$ cat config.mk
export PLATFORM = sky130hd
export DESIGN_NAME = cell_comm_tx_arbiter
export DESIGN_NICKNAME = d
export VERILOG_FILES = /design/src/rtl/cell_comm_pkg.sv /design/src/rtl/cell_comm_sat_counter.sv /design/src/rtl/cell_comm_tx_arbiter.sv
export SDC_FILE = /design/constraint.sdc
export NUM_CORES = 1
export LEC_CHECK = 0
export CAP_MARGIN = 10
export CORE_UTILIZATION = 45
export DETAILED_ROUTE_END_ITERATION = 10
export PLACE_DENSITY = 0.83
export SYNTH_ARGS = -nofsm -noshare
export SYNTH_HDL_FRONTEND = slang
export SYNTH_SLANG_ARGS = --single-unit
export TNS_END_PERCENT = 5
$ cat constraint.sdc
create_clock -name axisUserClk -period 2.47 [get_ports axisUserClk]
set_input_delay 0.3705 -clock axisUserClk [delete_from_list [all_inputs] [get_ports axisUserClk]]
set_output_delay 0.3705 -clock axisUserClk [all_outputs]
set_load 0.005 [all_outputs]
$ cat src/rtl/cell_comm_pkg.sv
// rtl/cell_comm_pkg.sv - shared types, constants and helpers for the cell comm TX arbiter
package cell_comm_pkg;

   typedef enum logic [1:0] {
      IDLE  = 2'd0,
      PASS  = 2'd1,
      DRAIN = 2'd2
   } arbStateT;

   localparam logic SRC_LOC = 1'b0;
   localparam logic SRC_FWD = 1'b1;

   // Wide enough for a beat index up to 254 (MAX_WORDS tops out at 255)
   localparam int WORD_CNT_WIDTH = 8;

   // Increment that sticks at the all-ones value of a 'width'-bit counter
   function automatic logic [63:0] satInc(input logic [63:0] value, input int width);
      logic [63:0] maxVal;
      maxVal = (64'd1 << width) - 64'd1;
      return (value >= maxVal) ? value : value + 64'd1;
   endfunction

endpackage

$ cat src/rtl/cell_comm_sat_counter.sv
// rtl/cell_comm_sat_counter.sv - saturating event counter with synchronous active-low clear
module cell_comm_sat_counter
   import cell_comm_pkg::*;
#(
   parameter int CNT_WIDTH = 16
) (
   input  logic                 clk,
   input  logic                 clearN,
   input  logic                 inc,
   output logic [CNT_WIDTH-1:0] count
);

   // Count single-cycle events, holding at all-ones instead of wrapping
   always_ff @(posedge clk) begin
      if (!clearN) begin
         count <= '0;
      end else if (inc) begin
         count <= CNT_WIDTH'(satInc(64'(count), CNT_WIDTH));
      end
   end

endmodule

$ cat src/rtl/cell_comm_tx_arbiter.sv
// rtl/cell_comm_tx_arbiter.sv - packet-granular round-robin arbiter for one Aurora TX lane
module cell_comm_tx_arbiter
   import cell_comm_pkg::*;
#(
   parameter int DATA_WIDTH = 32,
   parameter int MAX_WORDS  = 8,
   parameter int CNT_WIDTH  = 16
) (
   input  logic                  axisUserClk,
   input  logic                  axisUserResetN,
   input  logic                  channelUp,
   input  logic                  locTvalid,
   input  logic                  locTlast,
   input  logic [DATA_WIDTH-1:0] locTdata,
   output logic                  locTready,
   input  logic                  fwdTvalid,
   input  logic                  fwdTlast,
   input  logic [DATA_WIDTH-1:0] fwdTdata,
   output logic                  fwdTready,
   output logic                  txTvalid,
   output logic                  txTlast,
   output logic [DATA_WIDTH-1:0] txTdata,
   input  logic                  txTready,
   output logic [1:0]            grant,
   output logic [CNT_WIDTH-1:0]  locPktCount,
   output logic [CNT_WIDTH-1:0]  fwdPktCount,
   output logic [CNT_WIDTH-1:0]  dropCount,
   output logic [CNT_WIDTH-1:0]  truncCount
);

   localparam logic [WORD_CNT_WIDTH-1:0] LAST_IDX = WORD_CNT_WIDTH'(MAX_WORDS - 1);

   arbStateT                  state, stateNext;
   logic                      owner, ownerNext;
   logic                      lastGrant, lastGrantNext;
   logic                      dropFlag, dropNext;
   logic [WORD_CNT_WIDTH-1:0] wordCnt, wordCntNext;
   logic [1:0]                grantReg;

   logic                  srcValid;
   logic                  srcLast;
   logic [DATA_WIDTH-1:0] srcData;
   logic                  atLimit;
   logic                  pktDone;
   logic                  truncInc;
   logic                  dropInc;

   assign srcValid = (owner == SRC_FWD) ? fwdTvalid : locTvalid;
   assign srcLast  = (owner == SRC_FWD) ? fwdTlast  : locTlast;
   assign srcData  = (owner == SRC_FWD) ? fwdTdata  : locTdata;
   assign atLimit  = (wordCnt == LAST_IDX);
   assign grant    = grantReg;

   // State, owner, round-robin history and beat counter registers
   always_ff @(posedge axisUserClk) begin
      if (!axisUserResetN) begin
         state     <= IDLE;
         owner     <= SRC_LOC;
         lastGrant <= SRC_FWD;
         dropFlag  <= 1'b0;
         wordCnt   <= '0;
         grantReg  <= 2'b00;
      end else begin
         state     <= stateNext;
         owner     <= ownerNext;
         lastGrant <= lastGrantNext;
         dropFlag  <= dropNext;
         wordCnt   <= wordCntNext;
         grantReg  <= (stateNext == IDLE) ? 2'b00
                                          : {ownerNext == SRC_FWD, ownerNext == SRC_LOC};
      end
   end

   // Arbitration, pass-through mux, truncation and link-down draining
   always_comb begin
      stateNext     = state;
      ownerNext     = owner;
      lastGrantNext = lastGrant;
      dropNext      = dropFlag;
      wordCntNext   = wordCnt;
      txTvalid      = 1'b0;
      txTlast       = 1'b0;
      txTdata       = srcData;
      locTready     = 1'b0;
      fwdTready     = 1'b0;
      pktDone       = 1'b0;
      truncInc      = 1'b0;
      dropInc       = 1'b0;
      case (state)
         IDLE: begin
            if (locTvalid || fwdTvalid) begin
               if (!channelUp) begin
                  ownerNext = locTvalid ? SRC_LOC : SRC_FWD;
                  dropNext  = 1'b1;
                  stateNext = DRAIN;
               end else begin
                  if (locTvalid && fwdTvalid) begin
                     ownerNext = ~lastGrant;
                  end else begin
                     ownerNext = locTvalid ? SRC_LOC : SRC_FWD;
                  end
                  lastGrantNext = ownerNext;
                  dropNext      = 1'b0;
                  wordCntNext   = '0;
                  stateNext     = PASS;
               end
            end
         end
         PASS: begin
            if (!channelUp) begin
               // Partial frame is abandoned; the rest of the packet is drained
               stateNext   = DRAIN;
               dropNext    = 1'b1;
               wordCntNext = '0;
            end else begin
               txTvalid = srcValid;
               txTlast  = srcLast | atLimit;
               if (owner == SRC_FWD) begin
                  fwdTready = txTready;
               end else begin
                  locTready = txTready;
               end
               if (srcValid && txTready) begin
                  if (srcLast) begin
                     pktDone     = 1'b1;
                     wordCntNext = '0;
                     stateNext   = IDLE;
                  end else if (atLimit) begin
                     pktDone     = 1'b1;
                     truncInc    = 1'b1;
                     dropNext    = 1'b0;
                     wordCntNext = '0;
                     stateNext   = DRAIN;
                  end else begin
                     wordCntNext = wordCnt + 1'b1;
                  end
               end
            end
         end
         DRAIN: begin
            if (owner == SRC_FWD) begin
               fwdTready = 1'b1;
            end else begin
               locTready = 1'b1;
            end
            if (srcValid && srcLast) begin
               dropInc     = dropFlag;
               wordCntNext = '0;
               stateNext   = IDLE;
            end
         end
         default: begin
            stateNext = IDLE;
         end
      endcase
   end

   cell_comm_sat_counter #(.CNT_WIDTH(CNT_WIDTH)) uLocPktCnt (
      .clk    (axisUserClk),
      .clearN (axisUserResetN),
      .inc    (pktDone && (owner == SRC_LOC)),
      .count  (locPktCount)
   );

   cell_comm_sat_counter #(.CNT_WIDTH(CNT_WIDTH)) uFwdPktCnt (
      .clk    (axisUserClk),
      .clearN (axisUserResetN),
      .inc    (pktDone && (owner == SRC_FWD)),
      .count  (fwdPktCount)
   );

   cell_comm_sat_counter #(.CNT_WIDTH(CNT_WIDTH)) uDropCnt (
      .clk    (axisUserClk),
      .clearN (axisUserResetN),
      .inc    (dropInc),
      .count  (dropCount)
   );

   cell_comm_sat_counter #(.CNT_WIDTH(CNT_WIDTH)) uTruncCnt (
      .clk    (axisUserClk),
      .clearN (axisUserResetN),
      .inc    (truncInc),
      .count  (truncCount)
   );

endmodule

==> metrics, run 1 <==
run status finished, final reports clean; cell area after placement 6480 um^2; gr ovfl total 0; Die ar. 10400 um^2; maximum clock insertion buffer count 2; kind of launch point of the worst setup path flop; class of the worst hold path reg -> reg; delay-heaviest family, CP buffers and inverters; Final period util 0.971; list of cells traversed by the critical path buf_12 > mux2_2 > clkdlybuf4s50_1; maximum operating frequency 417 MHz; overall routing resource usage 0.280; netlist area before placement 4520 um^2; asr flop ratio synth 0; most numerous cell types in the synthesized netlist 79 x sky130_fd_sc_hd__dfxtp_1, 46 x sky130_fd_sc_hd__nand2_1, 40 x sky130_fd_sc_hd__nor2_1; buffers plus inverters on the worst setup path 2; Area contributors post-synth sky130_fd_sc_hd__dfxtp_1 35%, sky130_fd_sc_hd__mux2_2 8.2%, sky130_fd_sc_hd__a21oi_1 4.0%; initial antenna violation count 0; power per cell area 438 nW/um^2; Post-Route WL 15200 um; clock root buffer sky130_fd_sc_hd__clkbuf_8; via count 5028; Row Count 36; TritonCTS clock tree yes; first-pass GRT wire length 22500 um; final weighted congestion in routability-driven placement 0.935; top fanout value on the critical path 36; Gate Count Post-Synth 539; post-synth top area cell sky130_fd_sc_hd__dfxtp_1; most used standard cell by instance count after synthesis sky130_fd_sc_hd__dfxtp_1; net switching power figure 0.741 mW; pin count of the biggest net entering global routing 41; die width 102 um; clock power share 0.374; worst hold-check slack 0.484 ns; transition time at the pin with the least slew margin 0.432 ns; share of synthesized area occupied by flip-flops and latches 0.350; post-synthesis area per instance 8.38 um^2; switching power share of the total 0.249; Top-Level Pins 174; non-filler cells in the finished layout 864; fin. max-slew vios 0; WP data arrival 2.03 ns; Clock H-tree levels 3; fillers 804; mean routed wirelength per cell 17.5 um; Crit Path Class reg -> out; worst slew slack as a fraction of its limit 0.710; number of DRC violations after detailed-routing iteration 0 181; clock skew after layout 0.0119 ns; remaining number of nets flagged by the antenna check after routing 0; number of endpoints with negative hold slack in the final report 0; Static Leak 2.40 nW; Comb pwr share 0.190; design area 6790 um^2; first drt pass iteration count 5; Antenna diodes 0; dominant register cell in the synthesized netlist sky130_fd_sc_hd__dfxtp_1; worst ir drop on vdd 0.000334 V; number of storage elements in the synthesis netlist 79; number of nets produced by synthesis 620; RSZ-0062 raised after global routing no; number of setup violations in the final report 0; net total in the final layout 807; slowest cell delay on critical path 0.54 ns; layout-stage area growth over the synthesis result 50.4%; Die Y 102 um; initial core utilization 0.464; Final Critical Period 2.40 ns; clock insertion delay at the later pin of the skew report 0.37 ns; Avg Vias per Cell 5.82; number of flops mapped to enable cells by yosys 0; Clock Sinks 79; hold-fix buffers at CTS 0; area share of the leading cell type in the synthesized netlist 0.350; layout cells sized above 1 0.135; Remaining DRCs 0; clock slew seen by the registers of the worst setup and hold paths 0.08 ns; post-DP HPWL 11500 um; number of buffers added by the clock tree synthesis step 9; CP Data Required Time 2.10 ns; IO buf count 173; Synth cell types 60; Sequential Power Share 0.436; cell count after placement 840; P_int 2.24 mW; slowest library cell on the worst path sky130_fd_sc_hd__clkdlybuf4s50_1; capturing element type of the critical path output port; yosys warns 0; max-cap violation count 0; core outline area 9730 um^2; vias in the first global route 4739; setup TNS 0 ns
[sequential cells by signal (all words and copies together), names as in the netlist]
signal	flops
owner	1
wordCnt	8
uDropCnt.count	16
uTruncCnt.count	16
grant	2
uLocPktCnt.count	16
lastGrant	1
uFwdPktCnt.count	16
dropFlag	1
state	2
[path summary, 6_finish.rpt]
kind	start	slack, ns	cells past startpoint	endpoint
max	owner$_SDFF_PN0_	0.07	3	txTdata[22]
min	wordCnt[0]$_SDFFE_PN0P_	0.48	2	wordCnt[0]$_SDFFE_PN0P_
max reg2reg	wordCnt[5]$_SDFFE_PN0P_	0.15	7	uLocPktCnt.count[10]$_SDFFE_PN0P_
min reg2reg	wordCnt[0]$_SDFFE_PN0P_	0.48	2	wordCnt[0]$_SDFFE_PN0P_
[power groups by stage]
stage               Clock (mW)  Sequential, mW  Combinational, mW
floorplan                    0            1.33              0.225
global placement             0            1.33              0.550
detailed placement           0            1.33              0.554
CTS                       1.13            1.30              0.562
global route              1.17            1.30              0.598
finish                    1.11            1.30              0.567
[layout by cell type, fill, tap and decap left out, drive strengths merged, types with 16 or more instances in the layout]
master and n:
clkdlybuf4s50 171, dfxtp 79, nand2 46, nor2 40, a21oi 36, mux2 33, o21ai 32, nand3 28
buf 28, or3 22, nand4 20, inv 16, mux2i 16
[routing by layer]
| metal | track usage | routed length (um) | vias up |
|---|---|---|---|
| li1 | - | - | 2395 |
| met5 | 0 | 0 | - |
| met3 | 0.0677 | 1240 | 36 |
| met1 | 0.277 | 5390 | 2391 |
| met2 | 0.525 | 7750 | 206 |
| met4 | 0.171 | 775 | 0 |
[metrics by stage]
stage	total power, mW	utilization	setup WS (ns)
floorplan	1.55	-	0.267
global placement	1.88	0.666	0.0984
detailed placement	1.88	0.666	0.0221
CTS	2.99	0.695	0.00372
global route	3.07	0.698	0.0203
finish	2.98	0.698	0.0707
[final cells by class]
cell class	count	area, um^2	area share
multi-input cells	419	2800	0.411
flip-flops and latches	79	1580	0.233
repair buffers	201	1960	0.288
inverters	16	60.1	0.00884
clock buffers	11	151	0.0223
well taps	133	166	0.0245
clock inverters	5	80.1	0.0118
[worst min-delay path, stage by stage (launching register included)]
cell and delay, ns:
sky130_fd_sc_hd__dfxtp_1 0.33, sky130_fd_sc_hd__nand2_1 0.06, sky130_fd_sc_hd__a21oi_1 0.05
[timing repair]
action                                  in CTS  in global routing
setup buffers                                6                  2
pin swaps                                    2                  1
endpoints found under the setup margin       1                  8
gates resized for setup                      4                  6
[cell families (layout without fill, tap and decap cells)]
kind of cell,after synthesis,after routing,synth area share
and+or+nand+nor,230,230,0.276
AOI/OAI and AO/OA,119,119,0.173
DFF,79,79,0.350
muxes,49,49,0.119
buffers and inverters,41,233,0.0346
xor gates and xnor gates,12,12,0.0233
adders and majority gates,9,9,0.0249
Note: power is estimated with default switching activity, not from simulation.
==> run 2: changes to the inputs <==
--- a/config.mk
+++ b/config.mk
@@ -9,6 +9,7 @@
 export CORE_UTILIZATION = 45
 export DETAILED_ROUTE_END_ITERATION = 10
 export PLACE_DENSITY = 0.83
+export SLEW_MARGIN = 20
 export SYNTH_ARGS = -nofsm -noshare
 export SYNTH_HDL_FRONTEND = slang
 export SYNTH_SLANG_ARGS = --single-unit
==> results of run 2 <==
No change in the layout: final DEF, timing and power equal those of run 1.
